<file path="config.mk">
export PLATFORM = sky130hd
export DESIGN_NAME = rgmii_rx_status_decoder
export DESIGN_NICKNAME = d
export VERILOG_FILES = /design/src/rtl/rgmii_rx_status_decoder.sv
export SDC_FILE = /design/constraint.sdc
export NUM_CORES = 1
export LEC_CHECK = 0
export ABC_AREA = 1
export BUFFER_PORTS_ARGS = -buffer_cell sky130_fd_sc_hd__buf_2
export CAP_MARGIN = 40
export CORE_MARGIN = 5
export CORE_UTILIZATION = 35
export CTS_BUF_LIST = sky130_fd_sc_hd__clkbuf_8
export CTS_CLUSTER_DIAMETER = 60
export DETAILED_ROUTE_END_ITERATION = 6
export GPL_ROUTABILITY_DRIVEN = 0
export SYNTH_ARGS = -nofsm -noshare
export SYNTH_HDL_FRONTEND = slang
export SYNTH_SLANG_ARGS = --single-unit
</file>
<file path="constraint.sdc">
create_clock -name clk -period 3.2 [get_ports clk]
set_input_delay 0.48 -clock clk [delete_from_list [all_inputs] [get_ports clk]]
set_output_delay 0.48 -clock clk [all_outputs]
set_load 0.05 [all_outputs]
</file>
<file path="src/rtl/rgmii_rx_status_decoder.sv">
`default_nettype none
// ============================================================================
// Module   : rgmii_rx_status_decoder
// Purpose  : Decodes RGMII in-band status (link/speed/duplex) carried on RXD
//            during inter-frame gaps, debounces it, and presents one-hot
//            speed plus link/duplex for the TX clock manager.
// Revision : 1.0 - initial release
// ----------------------------------------------------------------------------
// Ports:
//   clk            in   PHY RX clock (2.5/25/125 MHz)
//   reset_n        in   synchronous active-low reset
//   rx_dv          in   data valid (rising-edge RX_CTL)
//   rx_er          in   error/carrier (RX_DV xor falling-edge RX_CTL)
//   rxd[3:0]       in   rising-edge RXD nibble
//   rx_speed_10    out  debounced speed one-hot, 10 Mb/s
//   rx_speed_100   out  debounced speed one-hot, 100 Mb/s
//   rx_speed_1000  out  debounced speed one-hot, 1000 Mb/s
//   rx_link_up     out  debounced link status
//   rx_full_duplex out  debounced duplex
//   status_changed out  one-cycle pulse when a debounced output changes
//   invalid_count  out  saturating count of reserved-speed samples
// Optional : define RX_STATUS_ERR_COUNT_EN to build the invalid-sample
//            counter; otherwise invalid_count is tied to zero.
// ============================================================================
module rgmii_rx_status_decoder #(
  parameter int STABLE_COUNT    = 8,
  parameter int IFG_GUARD       = 2,
  parameter int ERR_COUNT_WIDTH = 16
) (
  input  logic                       clk,
  input  logic                       reset_n,
  input  logic                       rx_dv,
  input  logic                       rx_er,
  input  logic [3:0]                 rxd,
  output logic                       rx_speed_10,
  output logic                       rx_speed_100,
  output logic                       rx_speed_1000,
  output logic                       rx_link_up,
  output logic                       rx_full_duplex,
  output logic                       status_changed,
  output logic [ERR_COUNT_WIDTH-1:0] invalid_count
);

  localparam int c_MATCH_W = $clog2(STABLE_COUNT + 1);
  localparam int c_GUARD_W = (IFG_GUARD < 2) ? 1 : $clog2(IFG_GUARD + 1);
  localparam logic [c_MATCH_W-1:0] c_STABLE = c_MATCH_W'(STABLE_COUNT);
  localparam logic [c_GUARD_W-1:0] c_GUARD  = c_GUARD_W'(IFG_GUARD);

  typedef enum logic [1:0] {
    S_FRAME  = 2'd0,
    S_GUARD  = 2'd1,
    S_SAMPLE = 2'd2
  } state_t;

  state_t                r_state;
  logic [c_GUARD_W-1:0]  r_guard_cnt;
  logic [3:0]            r_cand;
  logic [c_MATCH_W-1:0]  r_match;

  logic                  w_ifg;
  logic                  w_sample_en;
  logic                  w_reserved;
  logic [3:0]            w_next_cand;
  logic [c_MATCH_W-1:0]  w_next_match;
  logic [1:0]            w_out_speed;
  logic [3:0]            w_out_code;
  logic                  w_update;

  assign w_ifg      = ~rx_dv & ~rx_er;
  assign w_reserved = (rxd[2:1] == 2'b11);

  // With no guard interval the first IFG cycle is already a valid sample,
  // even though the FSM is still leaving S_FRAME during it.
  assign w_sample_en = w_ifg &&
                       ((r_state == S_SAMPLE) ||
                        ((IFG_GUARD == 0) && (r_state == S_FRAME)));

  always_comb begin
    w_next_cand  = r_cand;
    w_next_match = r_match;
    if (w_sample_en) begin
      if (w_reserved) begin
        w_next_match = '0;
      end else if (rxd != r_cand) begin
        w_next_cand  = rxd;
        w_next_match = c_MATCH_W'(1);
      end else if (r_match != c_STABLE) begin
        w_next_match = r_match + c_MATCH_W'(1);
      end
    end
  end

  // Re-encode the current outputs in RXD format so they compare directly
  // against the candidate sample.
  assign w_out_speed = rx_speed_10  ? 2'b00 :
                       rx_speed_100 ? 2'b01 : 2'b10;
  assign w_out_code  = {rx_full_duplex, w_out_speed, rx_link_up};

  // Evaluated on next-state values so the outputs land on the same edge that
  // takes the match counter to STABLE_COUNT (N samples -> effect at t+N).
  assign w_update = (w_next_match == c_STABLE) && (w_next_cand != w_out_code);

  always_ff @(posedge clk) begin
    if (!reset_n) begin
      r_state        <= S_FRAME;
      r_guard_cnt    <= '0;
      r_cand         <= '0;
      r_match        <= '0;
      rx_speed_10    <= 1'b0;
      rx_speed_100   <= 1'b0;
      rx_speed_1000  <= 1'b1;
      rx_link_up     <= 1'b0;
      rx_full_duplex <= 1'b0;
      status_changed <= 1'b0;
    end else begin
      case (r_state)
        S_FRAME: begin
          // The IFG cycle that ends the frame is the first guard cycle.
          if (w_ifg) begin
            r_guard_cnt <= c_GUARD_W'(1);
            r_state     <= (IFG_GUARD <= 1) ? S_SAMPLE : S_GUARD;
          end
        end
        S_GUARD: begin
          if (!w_ifg) begin
            r_state <= S_FRAME;
          end else if (r_guard_cnt == c_GUARD - c_GUARD_W'(1)) begin
            r_state <= S_SAMPLE;
          end else begin
            r_guard_cnt <= r_guard_cnt + c_GUARD_W'(1);
          end
        end
        S_SAMPLE: begin
          if (!w_ifg) begin
            r_state <= S_FRAME;
          end
        end
        default: r_state <= S_FRAME;
      endcase

      // Candidate and match count survive frames so status debounces on a
      // busy link.
      r_cand         <= w_next_cand;
      r_match        <= w_next_match;
      status_changed <= w_update;
      if (w_update) begin
        rx_speed_10    <= (w_next_cand[2:1] == 2'b00);
        rx_speed_100   <= (w_next_cand[2:1] == 2'b01);
        rx_speed_1000  <= (w_next_cand[2:1] == 2'b10);
        rx_link_up     <= w_next_cand[0];
        rx_full_duplex <= w_next_cand[3];
      end
    end
  end

`ifdef RX_STATUS_ERR_COUNT_EN
  logic [ERR_COUNT_WIDTH-1:0] r_invalid_cnt;

  always_ff @(posedge clk) begin
    if (!reset_n) begin
      r_invalid_cnt <= '0;
    end else if (w_sample_en && w_reserved && (r_invalid_cnt != '1)) begin
      r_invalid_cnt <= r_invalid_cnt + ERR_COUNT_WIDTH'(1);
    end
  end

  assign invalid_count = r_invalid_cnt;
`else
  assign invalid_count = '0;
`endif

endmodule
`default_nettype wire

</file>
==> results of run 1 <==
-- power by group --
group / switching [W] / internal, W / total [W]
logic: 0.0000638 / 0.0000106 / 0.0000745
registers: 0.00000152 / 0.000225 / 0.000227
clock network: 0.0000795 / 0.000109 / 0.000189
-- critical path, delay by kind of cell (launching register included) --
kind / cells / cell delay, ps
adders and majority gates: 1 / 230
buffers and inverters: 2 / 140
and+or+nand+nor: 9 / 800
DFF: 1 / 420
-- flip-flops by register name, summed over array words and instances, names as in the netlist --
register and cells:
r_cand 4, r_match 4, r_guard_cnt 2, r_state 2, rx_full_duplex 1, rx_link_up 1
rx_speed_10 1, rx_speed_100 1, rx_speed_1000 1, status_changed 1
-- cell type report --
type	instances	share of cell area, %
repair buffers	13	4.305
multi-input cells	158	55.13
well taps	50	4.139
inverters	36	8.940
flip-flops and latches	18	23.84
clock buffers	4	3.642
-- cell families after synthesis --
family	count (synthesis)	synth area share, %
adder cells (fa/ha/maj)	3	2.674
AND/OR/NAND/NOR	128	47.95
flip-flops	18	25.67
buffers and inverters	54	18.98
other	1	0.2671
AO/OA/AOI/OAI	11	4.456
-- worst paths after layout --
kind | from | end | depth (start not counted)
max | r_match[0] | rx_speed_10 | 12
min | rx_speed_1000 | rx_speed_1000 | 2
max reg2reg | r_match[0] | rx_speed_10 | 12
min reg2reg | rx_speed_1000 | rx_speed_1000 | 2
-- cell usage in the layout (no fill, tap or decap) --
master    Yosys  routed
clkbuf_8      0       4
nand3_4       1       1
nand2_2      14      14
o21ai_0       2       2
a21oi_1       5       5
buf_2         0      13
nor2_2        9       9
conb_1        1      16
o21bai_1      3       3
nor2_4        5       5
o21ai_1       1       1
nor2_8        1       1
nor2_1       21      21
nand4_1       3       3
nand2_1      50      50
ha_1          3       3
nand3_1      19      19
inv_1        30      30
nand2_4       4       4
dfxtp_1      18      18
nand3_2       1       1
inv_2         6       6
-- through the flow --
| stage | area (um2) | hold WS [ps] | instances |
|---|---|---|---|
| after global placement | 1456 | 453.3 | 275 |
| final | 1511 | 458.2 | 279 |
| after detailed placement | 1456 | 443.3 | 275 |
| after CTS | 1511 | 466.8 | 279 |
| after global routing | 1511 | 486.0 | 279 |
| after floorplan | 1460 | 428.3 | 230 |
-- layer usage --
metal  vias to the layer above  track usage (%)
met4                         0            4.225
met2                        23            14.80
li1                        649                -
met3                         5            1.505
met1                       458            15.33
met5                         -                0
==> flow_summary.toml, run 1 <==
[status]
status = "finished clean"

[cells_and_area]
n_fill_cell = 415
multi_input_area_um2 = 833.3
fin_util_pct = 38.34
fin_nets = 241
diodes = 0
drive_gt1_share_pct = 25.33
ff_latch_area_um2 = 360.3
synthToLayoutAreaGrowth_pct = 7.665

[timing]
final.period_utilization_pct = 52.70
finalCriticalPeriod_ps = 1687
drv_slew = 0
fin_setup_tns_ps = 0
setup_viol = 0
rsz0062_at_grt = "false"
fin_skew_ps = 4.026
setup_slack_ps = 1513
max_freq_mhz = 592.9
hold_viol_final = 0

[synth]
seq_area_frac_synth_pct = 25.67
synth.largest_area_cell = "dfxtp_1"
synth-main-ff-cell = "dfxtp_1"
synthCells = 215
yosys.area.top_type_share_pct = 25.67
async_reset_ff_share_pct = 0
synth_cell_types = 22
avgSynthCellArea_um2 = 6.530
ys_top_cells_by_count = "nand2_1 (50), inv_1 (30), nor2_1 (21), nand3_1 (19), dfxtp_1 (18)"
synth.most_common_cell = "nand2_1"
yosys_register_bits = 18
ys_warn_count = 0
netlist_top_cells_area = "dfxtp_1 (26%), nand2_1 (13%), buf_4 (9.1%), inv_1 (8.0%), nand3_1 (6.8%)"
synth-edff-count = 0
netlist_area_mm2 = 0.001404

[clocking]
cts_max_level = 1
cts-hold-fix-buffers = 0
root_buffer = "clkbuf_8"
worstSkewPairLatency_ps = 260
cts_buffer_depth = 2
numCtsBuffers = 3
path_clk_slew_ps = 70
post-cts-setup-buffers = 0
clock_sinks = 18
cts_tree = "yes"
cts-resized-gates = 0

[job]
max-cap-violations = 0

[detailed_routing]
drc = 0
route.met2.wl_um = 1005
viasPerCell = 4.068
vias = 1135
wl_met1_um = 1339
dr.max_layer_used = "met4"
wl_um = 2515
wl_per_cell_um = 9.014
antenna_left = 0
wl_met3_um = 133
firstDrtPassIters = 4
drt_iter0_drc = 81

[min_path]
hold_class = "flop to flop"

[global_routing]
first_global_vias = 1003
grt_max_degree = 13
grt_pass1_wl_um = 4381
grt_use_total_pct = 10.33
antenna_found_initial = 0
gr-total-overflow = 0

[power_and_ir_drop]
leakage_nw = 0.7791
ir_worst_vdd_mv = 0.2345
finalPower_w = 0.0004904
powerDensity_mw_per_mm2 = 324.4

[worst_setup_path]
cp_slowest_stage_delay_ps = 420
worstPathRequired_ps = 3360
cp_cell_sequence = "inv_1 -> ha_1 -> nand4_1 -> nand2_1 -> inv_1 -> nand3_1 -> nand2_1 -> nand3_1 -> nor2_4 -> nand3_1 -> nand2_1 -> nor2_2"
path_class = "flop to flop"
crit_arrival_ps = 1840
r2r_setup_slack_ps = 1510
end_kind = "flop"
cp_max_fo = 5
slowest_stage = "dfxtp_1"
crit_path_start_kind = "flop"

[floorplanning]
core-area_mm2 = 0.003943
fp.dieArea_mm2 = 0.005377
start_util_pct = 35.61
die_y_um = 73.33
num_rows = 23
die_w_um = 73.33
io_pins = 30

[place]
portBuffers = 13
dp_slack_ps = 1366
dp_hpwl_um = 2045
No activity file was read; power rests on OpenSTA's default activity.
==> run 2: changes to the inputs <==
- clock period: 3.2 -> 1.6 ns (I/O delays scaled with it)
==> run 2 against run 1 <==
The flow now finishes with violations (setup timing). Clock skew about the same. Setup slack got worse by 1600 ps. Critical endpoint is now rx_full_duplex. Maximum frequency rose by 2.9%. Sequential share of layout area fell by 1.9 points. Highest routed layer unchanged. Register-to-register slack got worse by 1600 ps. Hold slack worse by 220 ps.
==> flow_summary.toml, run 2 (same netlist as run 1, synthesis figures left out) <==
[clocking]
cts_tree = "yes"
path_clk_slew_ps = 70
worstSkewPairLatency_ps = 260
cts-hold-fix-buffers = 0
cts_buffer_depth = 2
root_buffer = "clkbuf_8"
cts_max_level = 1
numCtsBuffers = 3
clock_sinks = 18

[timing]
holdWs_ps = 235.0
finalCriticalPeriod_ps = 1638
max_freq_mhz = 610.4
final.period_utilization_pct = 102.4
fin_skew_ps = 4.396
setup_viol = 4
drv_slew = 0
fin_setup_tns_ps = -128.6
rsz0062_at_grt = "true"
hold_viol_final = 0
setup_slack_ps = -38.28

[power_and_ir_drop]
ir_worst_vdd_mv = 0.3405
p_seq_share_pct = 45.9
p_sw_w = 0.0002956
switching_share_pct = 29.88
comb_power_share_pct = 15.6
p_int_w = 0.0006938
leakage_nw = 0.8610
finalPower_w = 0.0009894
powerDensity_mw_per_mm2 = 586.6
p_clk_share_pct = 38.6

[status]
status = "finished with violations"
violations = "setup timing"

[job]
max-cap-violations = 0

[cells_and_area]
layout_common_cells = "nand2_1 (46), inv_1 (28), nor2_1 (19), nand2_2 (18), conb_1 (16)"
diodes = 0
n_fill_cell = 406
layout_commonest_cell = "nand2_1"
fin_nets = 254
reg_top3 = "r_cand x4, r_match x4"
drive_gt1_share_pct = 38.84
synthToLayoutAreaGrowth_pct = 20.14

[floorplanning]
die_y_um = 73.33
die_w_um = 73.33
num_rows = 23
start_util_pct = 35.61
io_pins = 30
core-area_mm2 = 0.003943
fp.dieArea_mm2 = 0.005377

[worst_setup_path]
worstPathRequired_ps = 1760
crit_path_start_kind = "flop"
path_class = "flop to flop"
end_kind = "flop"
cp_slowest_stage_delay_ps = 340
crit_arrival_ps = 1800
crit_path_frequent_cell = "nand2_1"
cp_cell_sequence = "inv_2 -> ha_4 -> nand2_2 -> nand3_2 -> o21ai_2 -> nand2_1 -> nor2_1 -> nor2_1 -> nand2_1 -> nor2_4 -> nand3_1 -> nand2_1 -> nor2_2"
cp_max_fo = 5
slowest_stage = "dfxtp_2"

[global_routing]
grt.busiest_layer = "met2"
grt_max_degree = 13
first_global_vias = 1176
met1_usage_pct = 15.01
grt_use_total_pct = 11.60
grt_util_met2_pct = 19.46
grt_pass1_wl_um = 4968
grtUsageMet3_pct = 0.9576
antenna_found_initial = 0
gr-total-overflow = 0

[place]
dp_hpwl_um = 2172
portBuffers = 13

[detailed_routing]
wl_um = 2928
firstDrtPassIters = 4
wl_per_cell_um = 10.03
antenna_left = 0
viasPerCell = 4.312
vias = 1259
drt_iter0_drc = 41
drc = 0

[min_path]
hold_class = "input pin to flop"
run 2: worst paths after layout:
check                                   start             end  slack (ps)  cells after the start
worst max-delay path               r_match[0]  rx_full_duplex         -40                     13
worst min-delay path                  reset_n   rx_speed_1000         230                      2
worst max register to register     r_match[0]  rx_full_duplex         -40                     13
worst min register to register  rx_speed_1000   rx_speed_1000         460                      2
run 2: timing repair:
item                                    4_1_cts  5_1_grt
pin swaps                                     7        8
endpoints found under the setup margin        5        7
setup buffers                                 5        3
gates resized for setup                       8       17
run 2: power groups by stage:
stage	Combinational [W]	Sequential, W	Clock (W)
finish	0.000154	0.000454	0.000382
global route	0.000168	0.000454	0.000401
CTS	0.000151	0.000454	0.000391
detailed placement	0.000151	0.000464	0
global placement	0.000151	0.000464	0
floorplan	0.000160	0.000464	0
run 2: layout make-up:
| class | count | area, um2 | share of cell area, % |
|---|---|---|---|
| repair buffers | 26 | 162.7 | 9.644 |
| clock buffers | 4 | 55.05 | 3.264 |
| flip-flops and latches | 18 | 370.4 | 21.96 |
| multi-input cells | 158 | 900.9 | 53.41 |
| well taps | 50 | 62.56 | 3.709 |
| inverters | 36 | 135.1 | 8.012 |
run 2: layer usage:
| layer | wire length, um | up-vias |
|---|---|---|
| met4 | 59 | 0 |
| met1 | 1360 | 552 |
| li1 | - | 673 |
| met2 | 1371 | 29 |
| met5 | 0 | - |
| met3 | 137 | 5 |
run 2: metrics by stage:
stage          instance area, um2  setup WS [ps]  utilization [%]  std cells
2_1_floorplan                1461          110.8                -        230
3_3_place_gp                 1495         -86.36            37.92        280
3_5_place_dp                 1495         -81.93            37.92        280
4_1_cts                      1610          29.40            40.84        289
5_1_grt                      1687         -147.0            42.78        292
6_report                     1687         -38.28            42.78        292
run 2: critical path: cells and delay by family, from the launching register on:
kind | cells | cell delay (ps)
AOI/OAI and AO/OA | 1 | 50
adders and majority gates | 1 | 150
buffers and inverters | 1 | 90
and+or+nand+nor | 10 | 900
DFF | 1 | 340
==> run 3: changes to the inputs <==
- REMOVE_ABC_BUFFERS: default -> 1
==> run 3 against run 2 <==
The flow still finishes with violations (setup timing). Register-to-register slack better by 20 ps. Sequential power about the same. Count of clock-buffer cells in the layout did not move. Core utilization up 0.35 points. First-iteration DRC count rose by 22%. Critical endpoint unchanged.
==> flow_summary.toml, run 3 (same netlist as run 1, synthesis figures left out) <==
[cells_and_area]
fin_util_pct = 43.13
diodes = 0
final_area_mm2 = 0.001700
layout_commonest_cell = "nand2_1"
drive_gt1_share_pct = 38.43
layout_common_cells = "nand2_1 (44), inv_1 (28), nor2_1 (20), nand2_2 (18), conb_1 (16)"
reg_top3 = "r_cand x4, r_match x4"
synthToLayoutAreaGrowth_pct = 21.12
fin_nets = 254
n_fill_cell = 422

[worst_setup_path]
cp_max_fo = 7
crit_arrival_ps = 1780
cp_cell_sequence = "inv_2 -> nand2_2 -> nor2_8 -> nor2_1 -> nor2_1 -> nand3_2 -> nor2_4 -> nand3_2 -> nand2_1 -> nor2_2"
slowest_stage = "dfxtp_4"
path_class = "flop to flop"
end_kind = "flop"
cp_slowest_stage_delay_ps = 360
crit_path_start_kind = "flop"
worstPathRequired_ps = 1760

[floorplanning]
die_y_um = 73.33
num_rows = 23
die_w_um = 73.33
io_pins = 30
core-area_mm2 = 0.003943
start_util_pct = 35.61
fp.dieArea_mm2 = 0.005377

[timing]
fin_skew_ps = 3.804
final.period_utilization_pct = 101.2
hold_viol_final = 0
rsz0062_at_grt = "true"
max_freq_mhz = 617.3
finalCriticalPeriod_ps = 1620
drv_slew = 0
setup_viol = 2
setup_slack_ps = -20.00

[job]
max-cap-violations = 0

[detailed_routing]
wl_per_cell_um = 10.07
route.met2.wl_um = 1360
drc = 0
firstDrtPassIters = 4
wl_met1_um = 1392
dr.max_layer_used = "met4"
viasPerCell = 4.295
antenna_left = 0
wl_um = 2941
drt_iter0_drc = 50
vias = 1254
wl_met3_um = 152

[power_and_ir_drop]
leakage_nw = 0.8633
powerDensity_mw_per_mm2 = 578.0
ir_worst_vdd_mv = 0.3343
p_int_w = 0.0006906
p_seq_share_pct = 45.9
finalPower_w = 0.0009829
comb_power_share_pct = 15.6
p_sw_w = 0.0002923
switching_share_pct = 29.74
p_clk_share_pct = 38.5

[global_routing]
grt_pass1_wl_um = 4471
gr-total-overflow = 0
first_global_vias = 1010
grt_max_degree = 13
grt_use_total_pct = 10.38
antenna_found_initial = 0

[clocking]
root_buffer = "clkbuf_8"
numCtsBuffers = 3
clock_sinks = 18
path_clk_slew_ps = 70
cts_buffer_depth = 2
cts_tree = "yes"
worstSkewPairLatency_ps = 260
cts_max_level = 1

[status]
violations = "setup timing"
status = "finished with violations"

[place]
place_area_mm2 = 0.001509
dp_hpwl_um = 2181
portBuffers = 13

[min_path]
hold_class = "input pin to flop"
run 3: layout make-up:
| cell class | instances | area, um2 | area share [%] |
|---|---|---|---|
| clock buffers | 4 | 55.05 | 3.238 |
| repair buffers | 26 | 162.7 | 9.566 |
| inverters | 36 | 137.6 | 8.094 |
| multi-input cells | 158 | 912.1 | 53.64 |
| flip-flops and latches | 18 | 370.4 | 21.78 |
| well taps | 50 | 62.56 | 3.679 |
run 3: final timing paths:
kind	start	endpoint	slack [ps]	cells past startpoint
worst max register to register	r_state[0]	rx_full_duplex	-20	10
worst min register to register	r_guard_cnt[0]	r_guard_cnt[0]	460	1
worst max-delay path	r_state[0]	rx_full_duplex	-20	10
worst min-delay path	reset_n	rx_speed_1000	240	2
run 3: routing by layer:
metal | vias to the layer above | GRT usage, %
met4 | 0 | 3.622
li1 | 674 | -
met1 | 543 | 14.65
met2 | 32 | 15.89
met3 | 5 | 1.778
met5 | - | 0
run 3: through the flow:
stage                     hold WS (ps)  worst slack (ps)  TNS (ps)  instances
after global placement           444.8            -75.06    -274.3        282
after global routing             248.4            -117.4    -518.7        292
after detailed placement         443.5            -48.95    -180.5        282
final                            238.2            -20.00    -22.93        292
after CTS                        227.9             5.986         0        288
after floorplan                  324.6            -6.974    -27.90        212
run 3: power by group through the flow:
stage / Sequential, W / Combinational [W] / Clock, W
floorplan: 0.000464 / 0.000125 / 0
detailed placement: 0.000464 / 0.000151 / 0
CTS: 0.000454 / 0.000152 / 0.000396
global route: 0.000451 / 0.000165 / 0.000407
global placement: 0.000464 / 0.000150 / 0
finish: 0.000451 / 0.000153 / 0.000378
run 3: timing repair:
action | in CTS | in global routing
hold buffers | 0 | 0
pin swaps | 8 | 14
resized for setup | 7 | 21
buffers inserted | 2 | 4
setup endpoints to repair | 5 | 6
run 3: worst max-delay path, delay by kind of cell (launching register included):
kind / cells / cell delay (ps)
and+or+nand+nor: 9 / 1090
buffers and inverters: 1 / 70
DFF: 1 / 360
